## src/rtl/fetch_unit.sv

```systemverilog
// rtl/fetch_unit.sv - instruction fetch producer: PC, icache handshake, one-entry output buffer
module fetch_unit #(
    parameter logic [31:0] PC_INIT = 32'h0000_0000
) (
    input  logic        CLK,
    input  logic        nRST,
    input  logic        ihit,
    input  logic [31:0] imemload,
    output logic        imemREN,
    output logic [31:0] imemaddr,
    input  logic        stall,
    input  logic        redirect,
    input  logic [31:0] redirect_pc,
    input  logic        halt,
    output logic        out_valid,
    output logic [31:0] out_instr,
    output logic [31:0] out_pc,
    output logic [31:0] out_npc
);

    typedef enum logic {
        FETCH  = 1'b0,
        HALTED = 1'b1
    } state_t;

    state_t      state_q, state_d;
    logic [31:0] pc_q, pc_d;
    logic        pend_v_q, pend_v_d;
    logic [31:0] pend_pc_q, pend_pc_d;
    logic        halt_pend_q, halt_pend_d;
    logic        out_valid_q, out_valid_d;
    logic [31:0] out_instr_q, out_instr_d;
    logic [31:0] out_pc_q, out_pc_d;
    logic [31:0] out_npc_q, out_npc_d;

    logic [31:0] target;
    logic        transfer;
    logic        accept;

    // The request stays up and the address stays put until the cache answers
    assign imemREN   = (state_q == FETCH);
    assign imemaddr  = pc_q;
    assign out_valid = out_valid_q;
    assign out_instr = out_instr_q;
    assign out_pc    = out_pc_q;
    assign out_npc   = out_npc_q;

    // Next-state: halt beats redirect, redirect beats stall; a pending
    // redirect or halt consumes the next cache hit instead of buffering it
    always_comb begin
        state_d     = state_q;
        pc_d        = pc_q;
        pend_v_d    = pend_v_q;
        pend_pc_d   = pend_pc_q;
        halt_pend_d = halt_pend_q;
        out_valid_d = out_valid_q;
        out_instr_d = out_instr_q;
        out_pc_d    = out_pc_q;
        out_npc_d   = out_npc_q;

        target   = redirect_pc & 32'hFFFF_FFFC;
        transfer = out_valid_q && !stall;
        accept   = (state_q == FETCH) && ihit && (!out_valid_q || !stall);

        if (state_q == HALTED) begin
            out_valid_d = 1'b0;
            pend_v_d    = 1'b0;
            halt_pend_d = 1'b0;
        end else if (halt) begin
            out_valid_d = 1'b0;
            pend_v_d    = 1'b0;
            if (ihit) begin
                state_d     = HALTED;
                halt_pend_d = 1'b0;
            end else begin
                halt_pend_d = 1'b1;
            end
        end else if (halt_pend_q) begin
            out_valid_d = 1'b0;
            if (ihit) begin
                state_d     = HALTED;
                halt_pend_d = 1'b0;
            end
        end else if (redirect) begin
            out_valid_d = 1'b0;
            if (ihit) begin
                pc_d     = target;
                pend_v_d = 1'b0;
            end else begin
                pend_v_d  = 1'b1;
                pend_pc_d = target;
            end
        end else if (pend_v_q) begin
            if (transfer) begin
                out_valid_d = 1'b0;
            end
            if (ihit) begin
                pc_d     = pend_pc_q;
                pend_v_d = 1'b0;
            end
        end else if (accept) begin
            out_valid_d = 1'b1;
            out_instr_d = imemload;
            out_pc_d    = pc_q;
            out_npc_d   = pc_q + 32'd4;
            pc_d        = pc_q + 32'd4;
        end else if (transfer) begin
            out_valid_d = 1'b0;
        end
    end

    // State registers; reset drops everything, including any in-flight response
    always_ff @(posedge CLK or negedge nRST) begin
        if (!nRST) begin
            state_q     <= FETCH;
            pc_q        <= PC_INIT;
            pend_v_q    <= 1'b0;
            pend_pc_q   <= 32'h0;
            halt_pend_q <= 1'b0;
            out_valid_q <= 1'b0;
            out_instr_q <= 32'h0;
            out_pc_q    <= 32'h0;
            out_npc_q   <= 32'h0;
        end else begin
            state_q     <= state_d;
            pc_q        <= pc_d;
            pend_v_q    <= pend_v_d;
            pend_pc_q   <= pend_pc_d;
            halt_pend_q <= halt_pend_d;
            out_valid_q <= out_valid_d;
            out_instr_q <= out_instr_d;
            out_pc_q    <= out_pc_d;
            out_npc_q   <= out_npc_d;
        end
    end

endmodule

```

## config.mk

```make
export PLATFORM = sky130hd
export DESIGN_NAME = fetch_unit
export DESIGN_NICKNAME = d
export VERILOG_FILES = /design/src/rtl/fetch_unit.sv
export SDC_FILE = /design/constraint.sdc
export NUM_CORES = 1
export LEC_CHECK = 0
export BUFFER_PORTS_ARGS = -buffer_cell sky130_fd_sc_hd__buf_2
export CAP_MARGIN = 30
export CORE_AREA = 2 2 169 154
export CTS_BUF_LIST = sky130_fd_sc_hd__clkbuf_4 sky130_fd_sc_hd__clkbuf_8
export DETAILED_ROUTE_END_ITERATION = 8
export DIE_AREA = 0 0 171 156
export HOLD_SLACK_MARGIN = 0.15
export RECOVER_POWER = 100
export SLEW_MARGIN = 40
export SYNTH_ARGS = -nofsm -noshare
export SYNTH_HDL_FRONTEND = slang
export SYNTH_SLANG_ARGS = --single-unit
```

## constraint.sdc

```tcl
create_clock -name CLK -period 3.6 [get_ports CLK]
set_input_delay 0.18 -clock CLK [delete_from_list [all_inputs] [get_ports CLK]]
set_output_delay 0.18 -clock CLK [all_outputs]
set_load 0.005 [all_outputs]
```

=== Yosys cells after proc, flatten, opt, wreduce, memory -nomap -nowiden ===
Cells that the tools add are included.

* Bitwise gates (word level): 6
* Mux-type cells: 25
* Order comparisons: 0
* Equal/unequal tests: 3
* Div/mod/pow operators: 0
* Reductions and logical operators: 10
* Shifts and indexed selects: 0
* $add $sub $neg: 1
* $mul: 0

{| class="wikitable"
|+ Operator list
! operator !! number
|-
| $mux 32 || 5
|-
| $add 32x3->32 const B || 1
|-
| $mux 1 || 20
|-
| $reduce_and 6->1 || 2
|-
| $not 1->1 || 6
|-
| $reduce_and 5->1 || 1
|-
| $ne 2x2->1 const B || 2
|-
| $logic_and 1x1->1 || 3
|-
| $ne 3x3->1 const B || 1
|-
| $reduce_bool 3->1 || 1
|-
| $logic_not 1->1 || 2
|-
| $logic_or 1x1->1 || 1
|}

* Logic and storage cells: 54
* Latch bits: 0
* Output and inout port bits: 130
* Memory bits (read-only): 0
* Memories kept: 0
* Memory bits (writable): 0
* Input bits: 70
* Bits in registers: 162

=== Depth between registers and ports, before layout ===
* Word-level depth: 9
* Gate-level depth with buffers: 9

=== Least setup slack after synthesis ===
Ideal clock, no wire load.

* Kind: register -> register
* Start point: register state_q
* End point: register out_instr_q[0], in the netlist out_instr[0]
* Data required time: 3.475 ns
* Arrival time: 1.925 ns
* Clock period less this slack: 2.050 ns
* Slack: 1.550 ns
* Stages on the path, launching flop included: 6
* Library setup time: 0.125 ns
* Path through: dfrtp_1 or4b_4 or3_4 buf_6 buf_12 mux2_4

* Word-level cells in the longest chain between the ends: 4

{| class="wikitable"
|+ RTL lines
! what !! RTL line !! text
|-
| start, declared || 26 || <nowiki>state_t state_q, state_d;</nowiki>
|-
| start signal, assigned || 125 || <nowiki>state_q <= state_d;</nowiki>
|-
| $not 1->1 (no source line) (*) || n/a ||
|-
| $logic_and 1x1->1 (2 in a row) || 63 || <nowiki>accept = (state_q == FETCH) && ihit && (!out_valid_q || !stall);</nowiki>
|-
| $reduce_and 6->1 (no source line) (*) || n/a ||
|-
| end signal, assigned || 131 || <nowiki>out_instr_q <= out_instr_d;</nowiki>
|-
| end, declared || 32 || <nowiki>logic [31:0] out_instr_q, out_instr_d;</nowiki>
|}

Mark *: on every way between the ends. The rest lies on a longest branch, timed or not.
A chain may end at the register's enable or synchronous reset.

=== Worst setup path after layout ===
* Start point: register pend_v_q
* End point: register pc_q[15], in the netlist imemaddr[15]

* Word-level cells in the longest chain between the ends: 2
* Elaborated cells on any way between the ends: 5

{| class="wikitable"
|+ RTL lines
! what !! RTL line !! text
|-
| start, declared || 28 || <nowiki>logic pend_v_q, pend_v_d;</nowiki>
|-
| start signal, assigned || 127 || <nowiki>pend_v_q <= pend_v_d;</nowiki>
|-
| $ne 2x2->1 (no source line), or another cell as far along || n/a ||
|-
| $reduce_and 6->1 (no source line) or $mux 32 (tied branches) || n/a ||
|-
| end signal, assigned || 126 || <nowiki>pc_q <= pc_d;</nowiki>
|-
| end, declared || 27 || <nowiki>logic [31:0] pc_q, pc_d;</nowiki>
|}

Several ways; a longest one is shown, not always the timed one.

==> flow_summary.rst <==
.. list-table::
   :header-rows: 1

   * - Metric
     - Value
   * - Outcome
     - finished with violations
   * - Violations in the final reports
     - capacitance limit, slew limit
   * - Die width
     - between 150 and 200 um
   * - Peak VDD IR
     - 0.000189 V
   * - TritonCTS clock tree
     - built
   * - Post-synthesis average cell area
     - 11.8 um^2
   * - Endpoints failing setup
     - 0
   * - Largest buffer count on any clock path
     - 2
   * - Most frequent cells in the layout
     - sky130_fd_sc_hd__dfrtp_1, sky130_fd_sc_hd__buf_2, sky130_fd_sc_hd__clkbuf_1
   * - Number of H-tree levels
     - 4
   * - Wire length reported by the detailed router
     - around 20000 um
   * - Synthesized instance count
     - between 600 and 700
   * - Effective utilization at floorplan
     - between 20 and 30%
   * - CP startpoint kind
     - flip-flop
   * - Timing-limited maximum frequency
     - approximately 340 MHz
   * - Shortest clock period the worst path allows after layout
     - between 2 and 3 ns
   * - Worst min path class
     - in -> reg
   * - Transition time at the pin with the least slew margin
     - ~2.2 ns
   * - Crit path kind
     - reg -> reg
   * - Data arrival time of the worst path
     - ~3.3 ns
   * - Beginning of the worst hold path
     - redirect
   * - Seq cells post-synth
     - between 150 and 200
   * - Count of warnings emitted by yosys
     - 0
   * - Total clock buffers created by CTS
     - 17
   * - Area growth, synth to finish
     - 25.5%
   * - Share of the core filled with cells
     - between 30% and 40%
   * - Global-route wire length before repair
     - 31700 um
   * - CTS Root Buffer Type
     - sky130_fd_sc_hd__clkbuf_8
   * - Per-cell via count in the routed design
     - approximately 4.7
   * - Slew Limit Headroom
     - -47.7%
   * - Unrepaired setup endpoints after global routing
     - no
   * - Area share of the largest cell type after synthesis
     - between 50% and 60%
   * - Number of port buffers
     - roughly 190
   * - Drt first-iter violations
     - ~350
   * - Share of the clock period used by the worst path
     - 82.3%
   * - Combined area of all synthesized cells
     - approximately 0.0074 mm^2
   * - Area of the die
     - between 0.02 and 0.03 mm^2
   * - Max-cap viol count
     - 2
   * - Max-slew violation total from the final report
     - 110
   * - Grt total ovfl
     - 0
   * - Final Skew
     - around 0.016 ns
   * - Insertion delay of the later-clocked pin in the worst-skew pair
     - 0.45 ns
   * - Antenna viol nets, final
     - 0
   * - Routability cong.
     - 0.726
   * - Tot GR Track Use
     - between 15 and 20%
   * - Initial antenna violation count
     - 2
   * - Clock slew at reported path FFs
     - approximately 0.09 ns
   * - Total half-perimeter wirelength after legalization and detailed placement
     - approximately 13000 um
   * - Power per cell area
     - between 300 and 400 mW/mm^2
   * - # rows
     - 55
   * - Leading cell type in the layout, fill and taps excluded
     - sky130_fd_sc_hd__dfrtp_1
   * - Top-level port count
     - 200
   * - DRC violations left
     - 0
   * - Final instance count without filler cells
     - ~1.2k
   * - Total of cells resized after clock tree synthesis
     - 0
   * - Sequential fraction of the synthesis area
     - between 50% and 60%
   * - Critical Path Start
     - pend_v_q
   * - Flip-flop cell with the highest count after synthesis
     - sky130_fd_sc_hd__dfrtp_1
   * - Final hold viol count
     - 0
   * - Number of enable flip-flop cells after synthesis
     - 0
   * - Fraction of layout cells with a size suffix above 1
     - a little over a fifth
   * - Vias in the first global route
     - between 5k and 6k
   * - Total power
     - roughly 3.3 mW
   * - Fraction of synthesis flops using an asynchronous set or reset pin
     - 100%
   * - Setup_tns
     - 0 ns
   * - Number of cells in the design after placement
     - around 1.1k
   * - Dominant cells by area after synthesis
     - sky130_fd_sc_hd__dfrtp_1, sky130_fd_sc_hd__mux2_4, sky130_fd_sc_hd__mux2_2, sky130_fd_sc_hd__o21ai_0, sky130_fd_sc_hd__nand2_1
   * - Worst EP required
     - approximately 4 ns
   * - Maximum number of pins on one net before global-route repair
     - slightly above 100
   * - Distinct cells, synth
     - 57
   * - Detailed Routing Iterations Pass 1
     - 4
   * - Worst setup EP type
     - flip-flop
   * - Floorplan core area
     - ~0.025 mm^2
   * - Final-stage net count
     - 940
   * - Mean routed wirelength per cell
     - approximately 17 um
   * - Area leader, netlist
     - sky130_fd_sc_hd__dfrtp_1
   * - Clock sink count
     - 156
   * - Reg-to-reg startpoint
     - pend_v_q
   * - Routed via count
     - around 5.7k
   * - LEAKAGE
     - around 4.4 nW
   * - Height of the die
     - between 150 and 200 um
   * - Critical path peak fanout
     - 14
## critical path, stage by stage, from the launching register on
cell	delay, ns
sky130_fd_sc_hd__dfrtp_1	0.69
sky130_fd_sc_hd__nor2_1	0.37
sky130_fd_sc_hd__a21oi_1	1.05
sky130_fd_sc_hd__buf_4	0.33
sky130_fd_sc_hd__o21ai_0	0.10
sky130_fd_sc_hd__a221o_1	0.30
## flip-flops by register name, summed over array words and instances, names as in the netlist, 30 cells and up
signal / count
pend_pc_q: 30
imemaddr: 30
out_npc: 30
out_instr: 32
out_pc: 30
## logic make-up (layout without fill, tap and decap cells)
| logic type | count (synthesis) | in the layout | synth area share (%) |
|---|---|---|---|
| buf+inv | 59 | 310 | 5.01 |
| xor+xnor | 28 | 28 | 3.32 |
| simple gates | 152 | 152 | 10.1 |
| fa+ha+maj | 1 | 1 | 0.169 |
| flops | 156 | 156 | 52.8 |
| mux | 91 | 91 | 16.7 |
| compound gates | 137 | 137 | 11.8 |
| other cells | 1 | 8 | 0.0508 |
## per-stage QoR
step | setup WS, ns | hold slack, ns | area, um^2
global route | 0.478 | 0.189 | 9270
finish | 0.636 | 0.182 | 9270
floorplan | 1.55 | -0.116 | 7410
detailed placement | 0.849 | 0.315 | 8590
global placement | 0.922 | 0.321 | 8580
CTS | 0.843 | 0.155 | 9610
## routing by layer
layer / wire [um] / share of wire (%) / up-vias / track usage (%)
li1: - / - / 2735 / -
met1: 9860 / 48 / 2837 / 21.6
met2: 9240 / 45 / 160 / 23.1
met3: 1190 / 5.9 / 4 / 4.59
met4: 61 / 0.30 / 0 / 3.43
met5: 0 / 0 / - / 0
## report_power, final
group          internal (mW)  total, mW  switching (mW)  leakage (nW)
registers               1.77       1.80          0.0293          2.11
clock network          0.584       1.27           0.688         0.184
logic                  0.117      0.230           0.113          2.08
total                   2.47       3.30           0.831          4.37
## repair_timing
action                                 in CTS  in global routing
hold buffers                               66                  0
buffers inserted                            0                  0
endpoints found under the hold margin     178                  0
## layout make-up
class | count | area (um^2)
Inverter | 11 | 41.3
Sequential cell | 156 | 3900
Antenna cell | 2 | 5.00
Tap cell | 342 | 428
Fill cell | 2551 | 15600
Timing Repair Buffer | 268 | 1610
Multi-Input combinational cell | 415 | 2910
Clock inverter | 11 | 95.1
Clock buffer | 20 | 269
## synth_stat cells, drive strengths merged, types with 2 or more instances
master and number:
o21ai 58, and2 3, nor2 27, nor3 11, inv 11, buf 25
nand3 17, o211ai 4, a22oi 7, nor4 7, o31a 5, clkbuf 23
or3 6, a222oi 6, o2bb2ai 5, xnor2 19, mux2 88, a31oi 2
o22ai 5, a221o 3, mux2i 3, and3 7, and4 4, xor2 9
dfrtp 156, a211oi 3, nand4 11, a21oi 26, nand2 55
## path summary, 6_finish.rpt
check                                to  slack [ns]  cells after the start
hold reg to reg             out_npc[21]        0.48                      2
min in group asynchronous    out_pc[14]        0.93                      2
setup reg to reg           imemaddr[15]        0.64                      5
max in group asynchronous  imemaddr[19]        1.38                      2
hold / removal              imemaddr[7]        0.18                      3
setup / recovery           imemaddr[15]        0.64                      5
(Power assumes the default switching activity.)
